$ cat src/rtl/cmsdk_mcu_pmu_ctrl_pkg.sv
// Shared state encodings and widths for the PMU sequencer.
package cmsdk_mcu_pmu_ctrl_pkg;

  localparam int PMU_ST_W = 3;

  // Codes 5-7 are unused and recover to RUN.
  typedef enum logic [PMU_ST_W-1:0] {
    PMU_ST_RUN   = 3'd0,
    PMU_ST_HOLD  = 3'd1,
    PMU_ST_GATED = 3'd2,
    PMU_ST_WAKE  = 3'd3,
    PMU_ST_RST   = 3'd4
  } pmu_state_e;

endpackage

$ cat src/rtl/cmsdk_mcu_pmu_cnt.sv
// Loadable saturating down-counter shared by the wake delay and reset stretch.
module cmsdk_mcu_pmu_cnt #(
  parameter int CNT_W = 5
) (
  input  logic             clk,
  input  logic             rst_n,
  input  logic             load,
  input  logic [CNT_W-1:0] load_val,
  input  logic             dec,
  output logic [CNT_W-1:0] cnt,
  output logic             zero
);

  // A load wins over a decrement; the count stops at zero and never wraps.
  always_ff @(posedge clk or negedge rst_n) begin
    if (!rst_n)                cnt <= '0;
    else if (load)             cnt <= load_val;
    else if (dec && cnt != '0) cnt <= cnt - CNT_W'(1);
  end

  assign zero = (cnt == '0);

endmodule

$ cat src/rtl/cmsdk_mcu_pmu_ctrl.sv
// PMU sequencer: deep-sleep handshake, HCLK/DCLK gate enables and reset stretching.
// Runs on free-running FCLK; every output is a flop fed from the next-state decode.
module cmsdk_mcu_pmu_ctrl
  import cmsdk_mcu_pmu_ctrl_pkg::*;
#(
  parameter int RST_HOLD_CYCLES = 16,
  parameter int WAKE_DLY        = 4,
  parameter int CNT_W           = 5,
  parameter int DBG_RST_EN      = 0
) (
  input  logic                FCLK,
  input  logic                PORESETn,
  input  logic                PMUENABLE,
  input  logic                SLEEPING,
  input  logic                SLEEPDEEP,
  input  logic                SLEEPHOLDACKn,
  input  logic                WAKEUP,
  input  logic                SYSRESETREQ,
  input  logic                CDBGPWRUPREQ,
  output logic                HCLKEN,
  output logic                DCLKEN,
  output logic                SLEEPHOLDREQn,
  output logic                PMUHRESETREQ,
  output logic                PMUDBGRESETREQ,
  output logic                CDBGPWRUPACK,
  output logic [PMU_ST_W-1:0] PMU_STATE
);

  localparam logic [CNT_W-1:0] RST_LD  = CNT_W'(RST_HOLD_CYCLES - 1);
  localparam logic [CNT_W-1:0] WAKE_LD = CNT_W'(WAKE_DLY - 1);

  pmu_state_e       state, nxt;
  logic             cnt_load, cnt_dec, cnt_zero;
  logic [CNT_W-1:0] cnt_val, cnt;
  logic             nxt_hclken, nxt_holdn, nxt_hrst;

  cmsdk_mcu_pmu_cnt #(.CNT_W(CNT_W)) u_cnt (
    .clk      (FCLK),
    .rst_n    (PORESETn),
    .load     (cnt_load),
    .load_val (cnt_val),
    .dec      (cnt_dec),
    .cnt      (cnt),
    .zero     (cnt_zero)
  );

  // Next state and counter control; a reset request overrides any sleep/wake activity.
  always_comb begin
    nxt      = state;
    cnt_load = 1'b0;
    cnt_val  = '0;
    cnt_dec  = 1'b0;
    if (SYSRESETREQ) begin
      nxt      = PMU_ST_RST;
      cnt_load = 1'b1;
      cnt_val  = RST_LD;
    end else begin
      case (state)
        PMU_ST_RUN:   if (SLEEPING && SLEEPDEEP && PMUENABLE) nxt = PMU_ST_HOLD;
        PMU_ST_HOLD:  if (WAKEUP || !SLEEPING) nxt = PMU_ST_RUN;    // abort beats ack
                      else if (!SLEEPHOLDACKn) nxt = PMU_ST_GATED;
        PMU_ST_GATED: if (WAKEUP) begin
                        nxt      = PMU_ST_WAKE;
                        cnt_load = 1'b1;
                        cnt_val  = WAKE_LD;
                      end
        PMU_ST_WAKE,
        PMU_ST_RST:   if (cnt_zero) nxt = PMU_ST_RUN;
                      else          cnt_dec = 1'b1;
        default:      nxt = PMU_ST_RUN;
      endcase
    end
  end

  // Outputs are a function of the state being entered, so they change on the same edge.
  always_comb begin
    nxt_hclken = (nxt != PMU_ST_GATED);
    nxt_holdn  = (nxt == PMU_ST_RUN) || (nxt == PMU_ST_RST);
    nxt_hrst   = (nxt == PMU_ST_RST);
  end

  // State and output registers, all returned to RUN values by power-on reset.
  always_ff @(posedge FCLK or negedge PORESETn) begin
    if (!PORESETn) begin
      state          <= PMU_ST_RUN;
      HCLKEN         <= 1'b1;
      DCLKEN         <= 1'b1;
      SLEEPHOLDREQn  <= 1'b1;
      PMUHRESETREQ   <= 1'b0;
      PMUDBGRESETREQ <= 1'b0;
      CDBGPWRUPACK   <= 1'b0;
    end else begin
      state          <= nxt;
      HCLKEN         <= nxt_hclken;
      DCLKEN         <= nxt_hclken | CDBGPWRUPREQ;  // debugger keeps DCLK alive in GATED
      SLEEPHOLDREQn  <= nxt_holdn;
      PMUHRESETREQ   <= nxt_hrst;
      PMUDBGRESETREQ <= (DBG_RST_EN != 0) ? nxt_hrst : 1'b0;
      CDBGPWRUPACK   <= CDBGPWRUPREQ;
    end
  end

  assign PMU_STATE = state;

endmodule
$ cat config.mk
export PLATFORM = sky130hd
export DESIGN_NAME = cmsdk_mcu_pmu_ctrl
export DESIGN_NICKNAME = d
export VERILOG_FILES = /design/src/rtl/cmsdk_mcu_pmu_ctrl_pkg.sv /design/src/rtl/cmsdk_mcu_pmu_cnt.sv /design/src/rtl/cmsdk_mcu_pmu_ctrl.sv
export SDC_FILE = /design/constraint.sdc
export NUM_CORES = 1
export LEC_CHECK = 0
export ABC_CLOCK_PERIOD_IN_PS = 1800
export BUFFER_PORTS_ARGS = -buffer_cell sky130_fd_sc_hd__buf_2
export CAP_MARGIN = 0
export CORE_ASPECT_RATIO = 1.2
export CORE_MARGIN = 1.5
export CORE_UTILIZATION = 42
export DETAILED_ROUTE_END_ITERATION = 8
export PLACE_DENSITY = 0.71
export SETUP_SLACK_MARGIN = 0.4
export SLEW_MARGIN = 20
export SYNTH_ARGS = -nofsm -noshare
export SYNTH_HDL_FRONTEND = slang
export SYNTH_SLANG_ARGS = --single-unit
$ cat constraint.sdc
create_clock -name FCLK -period 1.8 [get_ports FCLK]
set_input_delay 0.36 -clock FCLK [delete_from_list [all_inputs] [get_ports FCLK]]
set_output_delay 0.36 -clock FCLK [all_outputs]
set_load 0.05 [all_outputs]
==> impl_metrics.env <==
export IMPL_seq_area_frac_synth_pct=48.8
export IMPL_htreeDepth=1
export IMPL_antenna_cells=0
export IMPL_drtAntennaViolNets=0
export IMPL_p_switching_uw=138
export IMPL_cp_start_kind="flop"
export IMPL_synth_distinct_cells=34
export IMPL_vias=574
export IMPL_wl_per_cell_um=13.6
export IMPL_fp_dieH_um=46.9
export IMPL_rsz0062_at_grt="yes"
export IMPL_comb_power_share_pct=13.3
export IMPL_fillers=122
export IMPL_async_flop_share_pct=100
export IMPL_finalMaxSlewViolations=0
export IMPL_outcome="complete, no violations"
export IMPL_drt_iter0_drc=2
export IMPL_synth_nets=72
export IMPL_die_x_um=39.6
export IMPL_pin_count=18
export IMPL_drtPass1Iterations=4
export IMPL_antenna_found_initial=0
export IMPL_cp_end_kind="flop"
export IMPL_fp_row_count=15
export IMPL_yosysTopAreaCellShare_pct=37.1
export IMPL_p_seq_share_pct=54.6
export IMPL_finalSetupTns_ps=0
export IMPL_max_stage_delay_ps=490
export IMPL_track_usage_pct=19.5
export IMPL_syn_avg_cell_area_um2=11.1
export IMPL_period_minus_slack_ps=1700
export IMPL_synth_edff_count=0
export IMPL_grt_pass1_vias=540
export IMPL_cp_slowest_cell="or4b_4"
export IMPL_grt_overflow=0
export IMPL_coreArea_mm2=0.00146
export IMPL_clkTransAtPathRegs_ps=80
export IMPL_setup_viol=0
export IMPL_critPathMaxFanout=4
export IMPL_clock_latency_ps=280
export IMPL_cts_tree="done"
export IMPL_swShare_pct=24.8
export IMPL_grt_pass1_wl_um=2350
export IMPL_vdd_drop_max_mv=0.467
export IMPL_whs_ps=204
export IMPL_gp_congestion=0.746
export IMPL_power_internal_uw=419
export IMPL_synthCells=61
export IMPL_cts_buffers=3
export IMPL_final_period_utilization_pct=94.4
export IMPL_synthToLayoutAreaGrowth_pct=36.2
export IMPL_grt_max_degree=14
export IMPL_vias_per_cell=5.36
export IMPL_yosysWarnings=0
export IMPL_synth_commonest_cells="10 x dfrtp_1, 5 x nor2_1, 4 x inv_1"
export IMPL_crit_type="reg2reg"
export IMPL_regArea_um2=333
export IMPL_synth_top_cells_by_area="dfrtp_1 37%, dfstp_2 12%, ha_1 3.7%"
export IMPL_synth_area_um2=674
export IMPL_finish_utilization_pct=62.7
export IMPL_multi_input_area_um2=342
export IMPL_post_synth_top_count_cell="dfrtp_1"
export IMPL_route_detailed_drc=0
export IMPL_fmax_mhz=588
export IMPL_powerDensity_mw_per_mm2=607
export IMPL_post_dp_hpwl_um=971
export IMPL_synth_seq_cells=13
export IMPL_drive_gt1_share_pct=52.2
export IMPL_die_area_mm2=0.00186
export IMPL_hold_viol=0
export IMPL_path_cells="inv_2, ha_4, or4b_4, buf_6, o211ai_1, xor2_1, nor2_1"
export IMPL_initial_core_util_pct=46.1
export IMPL_io_buffers=16
export IMPL_drt_wl_total_um=1450
export IMPL_leakagePower_nw=0.383
export IMPL_nets=102
export IMPL_cp_arrival_ps=1870
export IMPL_clock_skew_final_ps=4.67
export IMPL_clockRootBuffer="clkbuf_4"
export IMPL_cap_violations=0
export IMPL_clockBufferDepth=2
export IMPL_ys_flop_type="dfrtp_1"
export IMPL_worst_ep_required_time_ps=1970
export IMPL_p_clk_share_pct=32.1
export IMPL_hp_class="in2reg"
export IMPL_yosys_area_top_type="dfrtp_1"
export IMPL_clock_sinks=13
-- path summary, 6_finish.rpt --
| check | startpoint | cells after the start | slack [ps] | to |
|---|---|---|---|---|
| worst max-delay path | u_cnt.cnt[1]$_DFFE_PN0P_ | 7 | 100 | u_cnt.cnt[4]$_DFFE_PN0P_ |
| worst min-delay path | CDBGPWRUPREQ | 1 | 200 | CDBGPWRUPACK$_DFF_PN0_ |
| worst max register to register | u_cnt.cnt[1]$_DFFE_PN0P_ | 7 | 100 | u_cnt.cnt[4]$_DFFE_PN0P_ |
| worst min register to register | u_cnt.cnt[1]$_DFFE_PN0P_ | 2 | 580 | u_cnt.cnt[1]$_DFFE_PN0P_ |
| max in group asynchronous | PORESETn | 2 | 1020 | DCLKEN$_DFF_PN1_ |
| min in group asynchronous | PORESETn | 2 | 490 | u_cnt.cnt[4]$_DFFE_PN0P_ |
-- layout make-up --
cell class                 instances  share of cell area [%]
sequential                        13                    36.2
timing repair buffer              27                    19.8
tap                               17                    2.32
multi-input combinational         42                    37.2
inverter                           4                    1.63
clock buffer                       4                    2.86
-- cell usage in the layout (no fill, tap or decap), drive strengths merged, types with 3 or more instances in the layout --
| cell type | instances |
|---|---|
| nor3b | 3 |
| o211ai | 3 |
| dfrtp | 10 |
| dfstp | 3 |
| nand2 | 3 |
| inv | 4 |
| a21o | 3 |
| buf | 26 |
| clkbuf | 4 |
| nor2 | 5 |
-- power by group through the flow --
stage | clock [mW] | sequential (mW) | combinational [mW]
finish | 0.179 | 0.304 | 0.0743
global route | 0.200 | 0.305 | 0.0820
detailed placement | 0 | 0.309 | 0.0548
global placement | 0 | 0.309 | 0.0541
CTS | 0.186 | 0.304 | 0.0719
floorplan | 0 | 0.314 | 0.0253
-- sequential cells by signal, summed over array words and instances, names as in the netlist --
| name | flops |
|---|---|
| PMU_STATE | 3 |
| HCLKEN | 1 |
| PMUHRESETREQ | 1 |
| u_cnt.cnt | 5 |
| SLEEPHOLDREQn | 1 |
| DCLKEN | 1 |
| CDBGPWRUPACK | 1 |
-- routing by layer --
metal	vias up	global-route usage, %	share of wire [%]
li1	282	-	-
met1	269	21.8	40
met2	18	33.1	53
met3	5	3.79	4.1
met4	0	12.4	2.3
met5	-	0	0
-- stage by stage --
step / cell area, um2 / worst slack, ps / power, mW / cells
after floorplan: 681 / 126 / 0.339 / 61
after CTS: 913 / 103 / 0.562 / 107
after global placement: 785 / 62.1 / 0.363 / 94
after detailed placement: 785 / 30.0 / 0.364 / 94
final: 918 / 100 / 0.557 / 107
after global routing: 918 / 64.0 / 0.587 / 107
-- cells by family (layout without fill, tap and decap cells) --
kind of cell,Yosys count,count (layout),synth area share (%)
DFF,13,13,48.8
xor gates and xnor gates,2,2,2.60
other,1,1,0.556
AOI/OAI and AO/OA,16,16,18.9
muxes,1,1,1.48
and+or+nand+nor,20,20,20.0
buffers and inverters,6,35,3.90
adders and majority gates,2,2,3.71
-- critical path: cells and delay by family (launching register included) --
family	cells	cell delay, ps
AOI/OAI and AO/OA	1	110
xor gates and xnor gates	1	190
adders and majority gates	1	120
buffers and inverters	2	230
DFF	1	420
and+or+nand+nor	2	550
-- repair_timing --
| action | 4_1_cts | 5_1_grt |
|---|---|---|
| hold buffers | 1 | 0 |
| pin swaps | 2 | 3 |
| endpoints found under the setup margin | 17 | 11 |
| gates resized for setup | 9 | 2 |
| buffers inserted | 8 | 0 |
| endpoints found under the hold margin | 10 | 0 |
Note: power is estimated with default switching activity, not from simulation.
